$ cat src/rtl/btn_conditioner.sv
// Push-button conditioner: 2-FF synchroniser, debounce FSM, and registered
// press/release/repeat pulses plus a debounced level and a press-toggled state.
module btn_conditioner #(
  parameter int unsigned DB_CYCLES     = 65536,
  parameter int unsigned HOLD_CYCLES   = 50000000,
  parameter int unsigned REPEAT_CYCLES = 25000000,
  parameter int unsigned CNT_W         = 32
) (
  input  logic clk,
  input  logic rst,
  input  logic btn_raw,
  output logic btn_level,
  output logic press_pulse,
  output logic release_pulse,
  output logic repeat_pulse,
  output logic toggle
);

  typedef enum logic [2:0] {
    IDLE,
    DB_PRESS,
    PRESSED,
    REPEAT,
    DB_RELEASE
  } state_t;

  localparam logic [CNT_W-1:0] DB_LAST     = CNT_W'(DB_CYCLES - 1);
  localparam logic [CNT_W-1:0] HOLD_LAST   = CNT_W'(HOLD_CYCLES - 1);
  localparam logic [CNT_W-1:0] REPEAT_LAST = CNT_W'(REPEAT_CYCLES - 1);
  localparam logic [CNT_W-1:0] CNT_ONE     = CNT_W'(1);

  logic             sync1, sync2;
  state_t           state, state_n;
  state_t           held_from, held_from_n;
  logic [CNT_W-1:0] cnt, cnt_n;
  logic             level_n, press_n, release_n, repeat_n, toggle_n;

  // NOTE: every default is assigned before the case so no path leaves a
  // variable unassigned, which would otherwise infer a latch.
  always_comb begin
    state_n     = state;
    held_from_n = held_from;
    cnt_n       = cnt;
    press_n     = 1'b0;
    release_n   = 1'b0;
    repeat_n    = 1'b0;
    toggle_n    = toggle;

    case (state)
      IDLE: begin
        cnt_n = '0;
        if (sync2) state_n = DB_PRESS;
      end
      DB_PRESS: begin
        if (!sync2) begin
          state_n = IDLE;
          cnt_n   = '0;
        end else if (cnt == DB_LAST) begin
          state_n  = PRESSED;
          cnt_n    = '0;
          press_n  = 1'b1;
          toggle_n = ~toggle;
        end else begin
          cnt_n = cnt + CNT_ONE;
        end
      end
      PRESSED: begin
        if (!sync2) begin
          state_n     = DB_RELEASE;
          cnt_n       = '0;
          held_from_n = PRESSED;
        end else if (cnt == HOLD_LAST) begin
          state_n  = REPEAT;
          cnt_n    = '0;
          repeat_n = 1'b1;
        end else begin
          cnt_n = cnt + CNT_ONE;
        end
      end
      REPEAT: begin
        if (!sync2) begin
          state_n     = DB_RELEASE;
          cnt_n       = '0;
          held_from_n = REPEAT;
        end else if (cnt == REPEAT_LAST) begin
          cnt_n    = '0;
          repeat_n = 1'b1;
        end else begin
          cnt_n = cnt + CNT_ONE;
        end
      end
      DB_RELEASE: begin
        // A short low glitch while held resumes the hold and restarts its timing.
        if (sync2) begin
          state_n = held_from;
          cnt_n   = '0;
        end else if (cnt == DB_LAST) begin
          state_n   = IDLE;
          cnt_n     = '0;
          release_n = 1'b1;
        end else begin
          cnt_n = cnt + CNT_ONE;
        end
      end
      default: begin
        state_n = IDLE;
        cnt_n   = '0;
      end
    endcase

    level_n = (state_n == PRESSED) || (state_n == REPEAT) || (state_n == DB_RELEASE);
  end

  // NOTE: sequential state uses non-blocking assignments so every register
  // samples the pre-edge values regardless of statement order.
  always_ff @(posedge clk or posedge rst) begin
    if (rst) begin
      sync1         <= 1'b0;
      sync2         <= 1'b0;
      state         <= IDLE;
      held_from     <= PRESSED;
      cnt           <= '0;
      btn_level     <= 1'b0;
      press_pulse   <= 1'b0;
      release_pulse <= 1'b0;
      repeat_pulse  <= 1'b0;
      toggle        <= 1'b0;
    end else begin
      sync1         <= btn_raw;
      sync2         <= sync1;
      state         <= state_n;
      held_from     <= held_from_n;
      cnt           <= cnt_n;
      btn_level     <= level_n;
      press_pulse   <= press_n;
      release_pulse <= release_n;
      repeat_pulse  <= repeat_n;
      toggle        <= toggle_n;
    end
  end

endmodule
$ cat config.mk
export PLATFORM = sky130hd
export DESIGN_NAME = btn_conditioner
export DESIGN_NICKNAME = d
export VERILOG_FILES = /design/src/rtl/btn_conditioner.sv
export SDC_FILE = /design/constraint.sdc
export NUM_CORES = 1
export LEC_CHECK = 0
export ABC_AREA = 1
export CAP_MARGIN = 10
export CELL_PAD_IN_SITES_DETAIL_PLACEMENT = 0
export CELL_PAD_IN_SITES_GLOBAL_PLACEMENT = 1
export CORE_ASPECT_RATIO = 1.4
export CORE_MARGIN = 2
export CORE_UTILIZATION = 40
export CTS_BUF_LIST = sky130_fd_sc_hd__clkbuf_16
export CTS_CLUSTER_SIZE = 28
export DETAILED_ROUTE_END_ITERATION = 7
export PLACE_DENSITY_LB_ADDON = 0.25
export SLEW_MARGIN = 10
export SYNTH_ARGS = -nofsm -noshare
export SYNTH_HDL_FRONTEND = slang
export SYNTH_SLANG_ARGS = --single-unit
$ cat constraint.sdc
create_clock -name clk -period 1.6 [get_ports clk]
set_input_delay 0.24 -clock clk [delete_from_list [all_inputs] [get_ports clk]]
set_output_delay 0.24 -clock clk [all_outputs]
set_load 0.1 [all_outputs]
=== Yosys cells after proc, flatten, opt, wreduce, memory -nomap -nowiden ===
Cells that the tools add are included.

* Input port bits: 3
* Logic and storage cells: 60
* Flip-flop bits (word level): 45

* $add $sub $neg: 1
* Reductions and logical operators: 6
* Bitwise operators: 1
* Equality and inequality tests: 12
* Muxes and demuxes: 30

{| class="wikitable"
|+ Operators by type and width
! cell !! count
|-
| $mux 32 || 7
|-
| $pmux 32 s4 || 1
|-
| $add 32x1->32 const B || 1
|-
| $eq 32x16->1 const B || 1
|-
| $eq 32x25->1 const B || 1
|-
| $eq 32x26->1 const B || 1
|-
| $mux 3 || 10
|-
| $pmux 3 s5 || 1
|-
| $eq 3x2->1 const B || 4
|-
| $mux 1 || 9
|-
| $eq 3x3->1 const B || 2
|-
| $pmux 3 s2 || 1
|-
| $reduce_and 3->1 || 2
|-
| $ne 2x2->1 const B || 2
|-
| $eq 3x1->1 const B || 1
|-
| $logic_not 3->1 || 1
|-
| $logic_or 1x1->1 || 2
|-
| $pmux 1 s2 || 1
|-
| $reduce_bool 2->1 || 1
|-
| $not 1->1 || 1
|}

=== Longest topological paths before layout ===
Gate-level depths: netlist of run 1.

* Word-level depth: 7
* Gate-level depth with buffers: 11

=== Worst setup path before layout of run 1 ===
No wires, ideal clock.

* Path kind: register to register
* Start point: register cnt[0]
* End point: register cnt[17]
* Buffers on the path: 1
* Setup time: 111 ps
* Slack: -143 ps
* Cell stages (with the launch flop): 12
* Data required time: 1489 ps
* Arrival time: 1632 ps
* Cell sequence: dfrtp_1 > ha_1 > nand2_1 > nor2_1 > nand2_2 > nor2_8 > nand3_4 > o21ai_2 > nand3_4 > buf_6 > nand2_2 > inv_2

* Word-level cells in the longest chain between the ends: 4
* Elaborated cells between the ends (all ways): 12
* Those cells by class: 1 x add/sub; 3 x eq/ne; 8 x mux

{| class="wikitable"
|+ Ends and longest elaborated chain
! element !! line !! text
|-
| start, declared || 35 || <nowiki>logic [CNT_W-1:0] cnt, cnt_n;</nowiki>
|-
| start signal, assigned || 133 || <nowiki>cnt <= cnt_n;</nowiki>
|-
| $add 32x1->32, or another cell as far along || -- ||
|-
| $mux 32 (on tied branches) (2 in series) || -- ||
|-
| $pmux 32 s4 (*) || 49 || <nowiki>case (state)</nowiki>
|-
| named net cnt_n[17] || 35 ||
|}

Mark *: on every way through the listed nets, which the timed path passes. The rest lies on a longest branch.
A chain may end at the register's enable or synchronous reset.

=== Final worst setup path of run 1 ===
* Start point: register cnt[28]
* End point: register cnt[7]

* Word-level cells in the longest chain between the ends: 4
* Elaborated cells between the ends (all ways): 11
* Those cells by class: 3 x eq/ne; 8 x mux

{| class="wikitable"
|+ Ends and longest elaborated chain
! element !! line
|-
| $eq 32x16->1, or another cell as far along || 58, 97
|-
| $mux 32 (on tied branches) (2 in series) || --
|-
| $pmux 32 s4 (*) || 49
|-
| named net cnt_n[7] || 35
|}

Marked as above.

==> flow_summary_export.csv, run 1 <==
group,metric,value,unit
run_status,status,"complete, but fails checks",
run_status,violations,"setup timing",
yosys,syn_area_per_cell,6.472,µm²
final_layout,fill_cells,776,
clock_tree,cts-root-buf,"clkbuf_16",
clock_tree,cts_max_level,2,
clock_tree,clk_latency,290,ps
route,drt_iter0_markers,122,
floorplan,die_w,77.15,µm
yosys,synth-edff-count,0,
yosys,synth_ff_type,"dfrtp_1",
route,wirelength,8.635,mm
yosys,ys_ff_latch,43,
worst_setup_path,required,1780,ps
timing,report.final.slew_viol_count,0,
timing,hold_viol,0,
route,dr.pass1.iters,6,
clock_tree,cts_buffers,5,
final_layout,drive_gt1_share,29.50,%
floorplan,dieHeight,106.4,µm
worst_setup_path,cp.arrival,1840,ps
worst_hold_path,hold_class,"in2async",
global_routing,grt_pass1_vias,3260,
timing,finClkSkew,5.454,ps
place,pre_cts_ws,-181.7,ps
global_routing,grt_pass1_wl,14.89,mm
final_layout,fin_nets,560,
worst_setup_path,critPathLaunchType,"flop",
floorplan,num_rows,37,
clock_tree,cts_tree,"done",
global_routing,grt.overflow.total,0,
yosys,synth_cells,463,
yosys,synthesis.nets,467,
floorplan,initial_utilization,40.97,%
worst_setup_path,path_max_fanout,27,
final_layout,final_cell_mix,"nand2_1 (130), inv_1 (81), buf_4 (81), nor2_1 (55), dfrtp_1 (41)",
clock_tree,cts_buffer_depth,2,
pwr,power,2.247,mW
worst_setup_path,crit_path_end_kind,"flop",
clock_tree,hold_buffers,0,
timing,timing.fmax,0.6029,GHz
timing,period_needed,1659,ps
global_routing,track_usage,23.16,%
worst_setup_path,crit_type,"reg2reg",
route,antenna_left,0,
floorplan,core,7315,µm²
route,vias,3095,
final_layout,diodes,0,
pwr,leakagePower,2.282,nW
clock_tree,cts_sinks,43,
floorplan,die_area,8210,µm²
route,wl_per_cell,13.22,µm
final_layout,post-route-util,56.72,%
final_layout,mostFrequentLayoutCell,"nand2_1",
yosys,async_flop_share,100.0,%
floorplan,io_pins,8,
yosys,ys_seq_area_share,35.91,%
timing,finalWorstSetupSlack,-58.63,ps
route,routed_via_density,4.740,
pwr,ir_worst_vdd,0.5582,mV
timing,finalCritPeriodShare,103.7,%
place,gp_congestion,0.9011,
timing,rsz0062_at_grt,"true",
yosys,netlist_area,2997,µm²
final_layout,syn_to_final_growth,38.46,%
pwr,power_density,541.6,nW/µm²
yosys,ys_types,29,
global_routing,grt_max_degree,44,
clock_tree,clkTransAtPathRegs,60,ps
timing,max_slew.worst_pin.slew,333.3,ps
yosys,yosys_warnings,0,
timing,setup_viol,28,
job,maxCapViolations,0,
global_routing,grt_antenna_before_repair,0,
place,port_buffers,7,
timing,slew_headroom,77.66,%
worst_setup_path,reg2reg_depth,9,
place,dp_hpwl,6.913,mm
route,drc,0,
-- registers in the layout (all words and copies together) (netlist names) --
name           cells
toggle             1
sync2              1
sync1              1
btn_level          1
release_pulse      1
cnt               32
repeat_pulse       1
held_from          1
press_pulse        1
state              3
-- kinds of logic (layout without fill, tap and decap cells) --
| group | after synthesis | count (layout) | share of synthesized area [%] |
|---|---|---|---|
| DFF | 43 | 43 | 35.91 |
| and+or+nand+nor | 288 | 288 | 42.59 |
| xor gates and xnor gates | 17 | 17 | 4.969 |
| buffers and inverters | 99 | 192 | 12.94 |
| adders and majority gates | 1 | 1 | 0.4175 |
| AOI/OAI and AO/OA | 15 | 15 | 3.173 |
-- cells in the mapped netlist, drive strengths merged, types with 2 or more instances --
cell type    n  area share [%]
o21bai       2            0.50
nand2      152              20
o211ai       3            0.75
dfrtp       43              36
nor3        21             3.5
clkbuf       2            0.25
xnor2        2            0.58
o21ai        7             1.3
a21oi        2            0.33
nand3       31             6.2
xor2        15             4.4
buf          3            0.92
inv         94              12
nor2        72              10
nand4        9             1.9
-- through the flow --
step | cell area (µm²) | setup TNS, ps | hold WS [ps] | instances
2_1_floorplan | 3028 | -1251 | 271.4 | 463
3_3_place_gp | 3841 | -3661 | 345.7 | 640
3_5_place_dp | 3841 | -5169 | 341.9 | 640
4_1_cts | 4056 | -1478 | 318.8 | 651
5_1_grt | 4149 | -4398 | 362.2 | 653
6_report | 4149 | -1154 | 305.0 | 653
-- routing by layer --
| metal | routed length [µm] | share of wire, % | global-route usage [%] |
|---|---|---|---|
| met3 | 219 | 2.5 | 2.971 |
| met5 | 0 | 0 | 0 |
| met2 | 4697 | 54 | 43.91 |
| met4 | 352 | 4.1 | 9.821 |
| met1 | 3366 | 39 | 25.49 |
-- where the power goes --
group	leakage (nW)	switching (mW)	internal [mW]
clock	0.0671	0.419	0.562
combinational	1.62	0.0997	0.0555
sequential	0.590	0.0140	1.10
-- worst paths after layout --
kind	start	to	slack, ps
max	cnt[28]$_DFF_PP0_	cnt[7]$_DFF_PP0_	-60
min	rst	cnt[17]$_DFF_PP0_	310
max reg2reg	cnt[28]$_DFF_PP0_	cnt[7]$_DFF_PP0_	-60
min reg2reg	sync1$_DFF_PP0_	sync2$_DFF_PP0_	360
max in group asynchronous	rst	cnt[18]$_DFF_PP0_	1070
min in group clk	sync1$_DFF_PP0_	sync2$_DFF_PP0_	360
-- cell type report --
| type | count | area (µm²) | area share [%] |
|---|---|---|---|
| Tap cell | 97 | 121.4 | 2.925 |
| Timing Repair Buffer | 91 | 779.5 | 18.79 |
| Inverter | 94 | 352.8 | 8.504 |
| Clock buffer | 5 | 125.1 | 3.016 |
| Sequential cell | 43 | 1079 | 26.00 |
| Multi-Input combinational cell | 321 | 1683 | 40.56 |
| Clock inverter | 2 | 8.758 | 0.2111 |
-- worst max-delay path, cell delays in order (launching register included) --
cell and delay, ps:
dfrtp_1 390, nor2_2 180, nand2_1 160, nor2_2 210, nand3_4 130, o21ai_4 90
nand3_4 90, buf_12 180, nand2_1 70, inv_1 40
-- timing repair --
action	4_1_cts	5_1_grt
pin swaps	0	4
gates resized for setup	16	24
buffers inserted	4	2
endpoints found under the setup margin	33	35
Power figures use the tool's default switching activity.
==> run 2: changes to the inputs <==
--- a/config.mk
+++ b/config.mk
@@ -5,13 +5,13 @@
 export SDC_FILE = /design/constraint.sdc
 export NUM_CORES = 1
 export LEC_CHECK = 0
-export ABC_AREA = 1
+export ABC_CLOCK_PERIOD_IN_PS = 1600
 export CAP_MARGIN = 10
 export CELL_PAD_IN_SITES_DETAIL_PLACEMENT = 0
 export CELL_PAD_IN_SITES_GLOBAL_PLACEMENT = 1
 export CORE_ASPECT_RATIO = 1.4
 export CORE_MARGIN = 2
-export CORE_UTILIZATION = 40
+export CORE_UTILIZATION = 43
 export CTS_BUF_LIST = sky130_fd_sc_hd__clkbuf_16
 export CTS_CLUSTER_SIZE = 28
 export DETAILED_ROUTE_END_ITERATION = 7
==> run 2 against run 1 <==
Net effect: the run still ends with setup timing left; global-route usage down 3.1 points; final cell count is 42% lower; die area is 26% lower; clock-buffer cell count is the same; register-to-register slack worse by 310 ps; sequential power is essentially flat; combinational power down 32%; maximum frequency is 16% lower; sequential cell count unchanged; sequential share of layout area increased by 6.5 points; worst setup slack got worse by 310 ps; utilization is 7.0 points higher; critical endpoint is now cnt[28]$_DFF_PP0_.
==> flow_summary_export.csv, run 2 <==
group,metric,value,unit
global_routing,grt.overflow.total,0,
yosys,synth.area.top_cells,"dfrtp_1 (46%), a21oi_1 (6.8%), xnor2_1 (6.4%)",
run_status,violations,"setup timing",
timing,rsz0062_at_grt,"true",
clock_tree,clkTransAtPathRegs,60,ps
clock_tree,cts_sinks,43,
pwr,swShare,20.72,%
yosys,synth.most_common_cell,"dfrtp_1",
pwr,power,2.145,mW
yosys,async_flop_share,100.0,%
route,routed_via_density,5.406,
final_layout,design_area,3314,µm²
yosys,synth_ff_type,"dfrtp_1",
pwr,switching_power,0.4445,mW
worst_setup_path,critPathSlowestCell,"or4b_4",
floorplan,io_pins,8,
clock_tree,cts_buffers,5,
floorplan,initial_utilization,44.99,%
yosys,syn_area_per_cell,9.703,µm²
worst_setup_path,crit_type,"reg2reg",
final_layout,mostFrequentLayoutCell,"buf_4",
yosys,synthesis.nets,245,
yosys,yosys.area.top_type,"dfrtp_1",
pwr,seq_power_share,51.3,%
place,place_area,2970,µm²
worst_setup_path,path_max_fanout,14,
pwr,clockPowerShare,43.8,%
final_layout,fill_cells,437,
place,dp_hpwl,4.000,mm
job,maxCapViolations,0,
timing,finalCritPeriodShare,122.9,%
clock_tree,cts_buffer_depth,2,
route,antenna_left,0,
global_routing,grt_pass1_wl,9.418,mm
pwr,ir_worst_vdd,0.4987,mV
worst_hold_path,hold_class,"in2async",
worst_setup_path,crit_path_end_kind,"flop",
pwr,leakagePower,1.416,nW
timing,finClkSkew,4.065,ps
pwr,power_density,647.3,nW/µm²
yosys,post_synth_mux_area_share,0.4815,%
timing,slew_headroom,74.47,%
yosys,synth_cells,241,
floorplan,num_rows,31,
yosys,synth-simple-area-share,26.22,%
final_layout,final_cell_mix,"buf_4 (62), dfrtp_1 (42), a21oi_1 (27), nand2_1 (18), xnor2_1 (17)",
pwr,intPower,1.701,mW
final_layout,top_register,"cnt",
route,drt_iter0_markers,146,
clock_tree,cts-root-buf,"clkbuf_16",
route,wirelength,5.720,mm
yosys,synthXorXnorAreaFrac,11.24,%
global_routing,grt_antenna_before_repair,0,
timing,finalWorstSetupSlack,-367.1,ps
floorplan,dieHeight,91.26,µm
clock_tree,clk_latency,280,ps
final_layout,largest_reg_flops,32,
final_layout,top_regs,"cnt: 32 flops, state: 3 flops",
yosys,synth-edff-count,0,
clock_tree,cts_max_level,2,
yosys,ys_types,42,
clock_tree,hold_buffers,0,
final_layout,syn_to_final_growth,41.73,%
run_status,status,"complete, but fails checks",
worst_setup_path,required,1750,ps
worst_setup_path,cp.arrival,2120,ps
timing,timing.fmax,0.5084,GHz
route,drc,0,
timing,setup_viol,40,
worst_setup_path,critPathLaunchType,"flop",
route,vias,2049,
floorplan,core,5197,µm²
final_layout,diodes,0,
final_layout,final_cells,379,
final_layout,fin_nets,316,
route,wl_per_cell,15.09,µm
place,dp.cells,365,
worst_setup_path,critical_path.cell_chain,"or4b_4 > nor4_4 > and3_4 > a2bb2oi_4 > buf_12 > a21oi_1",
route,dr.pass1.iters,4,
yosys,synthAdderAreaFrac,0.5350,%
final_layout,drive_gt1_share,36.10,%
yosys,synth_common_cells,"dfrtp_1 (43), a21oi_1 (32), nand2_1 (19)",
floorplan,die_area,6052,µm²
yosys,synth_top_cell_area_share,46.01,%
place,gp_congestion,0.7658,
yosys,synth_top_family_by_area,"simple AND/OR/NAND/NOR gates",
place,port_buffers,7,
timing,hold_viol,0,
clock_tree,cts_tree,"done",
global_routing,grt_max_degree,44,
timing,period_needed,1967,ps
yosys,netlist_area,2338,µm²
global_routing,track_usage,20.08,%
yosys,synth_compound_gate_area_share,11.45,%
timing,max_slew.worst_pin.slew,379.5,ps
floorplan,die_w,66.33,µm
yosys,ys_ff_latch,43,
yosys,yosys_warnings,0,
yosys,ys_seq_area_share,46.01,%
pwr,comb_power_share,4.9,%
worst_setup_path,slowest_delay,550,ps
global_routing,grt_pass1_vias,1995,
timing,report.final.slew_viol_count,0,
worst_setup_path,rrSetupSlack,-370,ps
==> run 2: cell types whose count changed after synthesis, moves of 6 or more <==
cell     before  now
a21oi_1       2   32
and3_1        1    7
and4_1        0    7
inv_1        84    5
inv_2        10    0
nand2_1     137   19
nand2_2      15    0
nand3_1      28   14
nor2_1       67   10
nor3_1       21    7
nor4_1        0    7
xnor2_1       2   17
==> run 2: path summary, 6_finish.rpt <==
check,start,to,cells past startpoint
max,cnt[8]$_DFF_PP0_,cnt[28]$_DFF_PP0_,6
min,rst,cnt[14]$_DFF_PP0_,3
max reg2reg,cnt[8]$_DFF_PP0_,cnt[28]$_DFF_PP0_,6
min reg2reg,sync1$_DFF_PP0_,sync2$_DFF_PP0_,0
max in group asynchronous,rst,cnt[6]$_DFF_PP0_,3
min in group clk,sync1$_DFF_PP0_,sync2$_DFF_PP0_,0
==> run 2: stage by stage <==
step | setup WS (ps) | hold slack, ps | TNS [ps] | utilization [%]
floorplan | -264.9 | 271.4 | -8092 | -
global placement | -330.0 | 337.8 | -11290 | 57.15
detailed placement | -366.9 | 335.8 | -12100 | 57.15
CTS | -376.3 | 325.2 | -12740 | 60.64
global route | -474.9 | 349.6 | -16600 | 63.77
finish | -367.1 | 320.9 | -12520 | 63.77
==> run 2: final cells by class <==
cell class,count,area (µm²),share of cell area [%]
Clock buffer,5,125.1,3.775
Clock inverter,3,12.51,0.3775
Inverter,5,18.77,0.5663
Multi-Input combinational cell,180,1296,39.11
Sequential cell,43,1077,32.50
Tap cell,66,82.58,2.492
Timing Repair Buffer,77,701.9,21.18
==> run 2: kinds of logic (layout without fill, tap and decap cells) <==
family | count (synthesis) | count (layout)
simple gates | 104 | 104
fa+ha+maj | 1 | 1
mux | 1 | 1
buf+inv | 18 | 90
flops | 43 | 43
xor+xnor | 30 | 30
compound gates | 44 | 44
==> run 2: power by group through the flow <==
stage / registers, mW / logic (mW) / clock network [mW]
after CTS: 1.10 / 0.0978 / 0.978
final: 1.10 / 0.105 / 0.939
after floorplan: 1.12 / 0.0574 / 0
after detailed placement: 1.12 / 0.0947 / 0
after global routing: 1.10 / 0.118 / 1.02
after global placement: 1.12 / 0.0930 / 0
==> run 2: per-layer routing <==
metal | global-route usage, % | share of wire (%) | up-vias
li1 | - | - | 1007
met1 | 26.35 | 44 | 1000
met2 | 34.08 | 53 | 31
met3 | 3.346 | 2.3 | 11
met4 | 4.592 | 1.3 | 0
met5 | 0 | 0 | -
==> run 2: worst max-delay path: cells and delay by family (launching register included) <==
kind	cells	cell delay, ps
simple gates	3	970
flops	1	380
compound gates	2	320
buf+inv	1	180
==> run 2: timing repair <==
action	4_1_cts	5_1_grt
gates resized for setup	7	26
buffers inserted	1	5
pin swaps	0	4
endpoints found under the setup margin	40	40
==> run 3: changes to the inputs <==
--- a/config.mk
+++ b/config.mk
@@ -5,13 +5,13 @@
 export SDC_FILE = /design/constraint.sdc
 export NUM_CORES = 1
 export LEC_CHECK = 0
-export ABC_CLOCK_PERIOD_IN_PS = 1600
+export ABC_CLOCK_PERIOD_IN_PS = 2200
 export CAP_MARGIN = 10
 export CELL_PAD_IN_SITES_DETAIL_PLACEMENT = 0
 export CELL_PAD_IN_SITES_GLOBAL_PLACEMENT = 1
 export CORE_ASPECT_RATIO = 1.4
 export CORE_MARGIN = 2
-export CORE_UTILIZATION = 43
+export CORE_UTILIZATION = 48
 export CTS_BUF_LIST = sky130_fd_sc_hd__clkbuf_16
 export CTS_CLUSTER_SIZE = 28
 export DETAILED_ROUTE_END_ITERATION = 7
==> constraint.sdc (replaced) <==
create_clock -name clk -period 2.2 [get_ports clk]
set_input_delay 0.33 -clock clk [delete_from_list [all_inputs] [get_ports clk]]
set_output_delay 0.33 -clock clk [all_outputs]
set_load 0.1 [all_outputs]
==> run 3 against run 2 <==
Net effect: the run now ends clean; utilization is 6.7 points lower; global-route usage increased by 0.94 points; final cell count decreased by 15%; critical path depth did not move; sequential power shrank 27%; wire length down 13%; sequential cell count stayed put; critical path type unchanged.
==> flow_summary_export.csv, run 3 (synthesis results as in run 2) <==
group,metric,value,unit
timing,rsz0062_at_grt,"false",
pwr,leakagePower,1.073,nW
timing,slew_headroom,52.76,%
route,drt_iter0_markers,107,
clock_tree,hold_buffers,0,
timing,period_needed,2062,ps
floorplan,core,4767,µm²
route,antenna_left,0,
timing,finalSetupTns,0,ps
worst_setup_path,path_max_fanout,18,
global_routing,grt_pass1_vias,1836,
worst_setup_path,crit_type,"reg2reg",
pwr,power_density,625.3,nW/µm²
global_routing,met2_usage,35.88,%
clock_tree,cts-root-buf,"clkbuf_16",
floorplan,initial_utilization,49.06,%
timing,setup_viol,0,
clock_tree,cts-resized-gates,0,
timing,timing.fmax,0.4849,GHz
final_layout,largest_reg_flops,32,
global_routing,grt_max_degree,27,
final_layout,final_cell_mix,"dfrtp_1 (43), a21oi_1 (32), nand2_1 (19), xnor2_1 (17), buf_4 (17)",
clock_tree,postCtsSetupRepairBufs,0,
worst_setup_path,critical_path.cell_chain,"or4b_1 > nor4_2 > and3_2 > a2bb2oi_4 > buf_12 > a21boi_0",
worst_setup_path,reg2reg_depth,6,
worst_setup_path,cp.depth,6,
route,vias,1811,
worst_setup_path,critPathLaunchType,"flop",
worst_setup_path,path_buf_inv,1,
floorplan,dieHeight,86.59,µm
pwr,power,1.702,mW
worst_setup_path,cp.arrival,2220,ps
place,port_buffers,7,
route,dr.pass1.iters,4,
worst_setup_path,required,2360,ps
floorplan,die_w,62.99,µm
global_routing,track_usage,21.01,%
clock_tree,cts_buffers,5,
clock_tree,cts_buffer_depth,2,
worst_setup_path,rrSetupSlack,140,ps
final_layout,top_register,"cnt",
worst_setup_path,crit_start,"cnt[8]$_DFF_PP0_",
clock_tree,cts_max_level,2,
final_layout,fin_nets,261,
route,routed_via_density,5.624,
worst_setup_path,critical_path.endpoint,"cnt[1]$_DFF_PP0_",
run_status,status,"complete, no violations",
worst_setup_path,slowest_delay,550,ps
worst_setup_path,r2r_end,"cnt[1]$_DFF_PP0_",
job,maxCapViolations,0,
pwr,ir_worst_vdd,0.4048,mV
timing,hold_viol,0,
timing,finalCritPeriodShare,93.73,%
worst_setup_path,cp_top_family,"simple AND/OR/NAND/NOR gates",
route,wl_per_cell,15.47,µm
place,gp_congestion,0.7780,
timing,finClkSkew,3.648,ps
global_routing,grt_pass1_wl,8.852,mm
floorplan,die_area,5454,µm²
clock_tree,cts_sinks,43,
floorplan,io_pins,8,
clock_tree,clk_latency,280,ps
global_routing,grt-busiest-layer,"met2",
timing,report.final.slew_viol_count,0,
timing,max_slew.worst_pin.slew,704.2,ps
global_routing,use_met3,3.117,%
route,wirelength,4.981,mm
clock_tree,cts_tree,"done",
final_layout,top_regs,"cnt: 32 flops, state: 3 flops",
worst_setup_path,crit_path_end_kind,"flop",
final_layout,mostFrequentLayoutCell,"dfrtp_1",
route,drc,0,
global_routing,grt_antenna_before_repair,0,
place,dp_hpwl,3.624,mm
worst_setup_path,critPathSlowestCell,"or4b_1",
worst_hold_path,hold_class,"reg2reg",
final_layout,syn_to_final_growth,16.37,%
final_layout,diodes,0,
worst_setup_path,r2r_start,"cnt[8]$_DFF_PP0_",
clock_tree,clkTransAtPathRegs,60,ps
final_layout,drive_gt1_share,16.28,%
global_routing,use_met1,26.84,%
global_routing,grt.overflow.total,0,
floorplan,num_rows,30,
-- run 3: changes by cell type in the layout (fill, tap and decap cells not counted), moves of 5 or more --
cell     before  now
buf_12        8    3
buf_4        62   17
a21oi_1      27   32
buf_6         5    0
a21oi_2       6    1
-- run 3: layout make-up --
type | instances | area (µm²)
Tap cell | 64 | 80.08
Sequential cell | 43 | 1076
Timing Repair Buffer | 22 | 207.7
Clock inverter | 3 | 43.79
Inverter | 5 | 18.77
Fill cell | 429 | 2046
Multi-Input combinational cell | 180 | 1170
Clock buffer | 5 | 125.1
-- run 3: worst min path at each step --
stage,start,endpoint,slack [ps],cells past startpoint
after global routing,sync1$_DFF_PP0_,sync2$_DFF_PP0_,390,0
after global placement,sync1$_DFF_PP0_,sync2$_DFF_PP0_,370,0
after detailed placement,sync1$_DFF_PP0_,sync2$_DFF_PP0_,350,0
after CTS,sync1$_DFF_PP0_,sync2$_DFF_PP0_,360,0
final,sync1$_DFF_PP0_,sync2$_DFF_PP0_,360,0
after floorplan,sync1$_DFF_PP0_,sync2$_DFF_PP0_,330,0
-- run 3: stage by stage --
stage          cell area [µm²]  hold slack, ps  worst slack, ps  std cells  util [%]
3_3_place_gp              2550           371.4            144.4        314     53.49
6_report                  2721           360.8            137.9        322     57.09
3_5_place_dp              2550           351.0            138.3        314     53.49
2_1_floorplan             2338           331.2            335.1        241         -
5_1_grt                   2721           385.4            25.66        322     57.09
4_1_cts                   2719           365.0            120.1        322     57.03
-- run 3: worst reg2reg max path, stage by stage, from the launching register on --
cell and delay, ps:
dfrtp_1 420, or4b_1 550, nor4_2 210, and3_2 280
a2bb2oi_4 210, buf_12 170, a21boi_0 100
-- run 3: power by group --
part / internal [mW] / switching, mW
clock network: 0.535 / 0.302
logic: 0.0246 / 0.0368
registers: 0.795 / 0.00751
total: 1.35 / 0.347
-- run 3: metal layers --
metal / up-vias / part of all wire [%]
li1: 897 / -
met3: 6 / 1.8
met5: - / 0
met2: 20 / 52
met1: 888 / 44
met4: 0 / 1.6
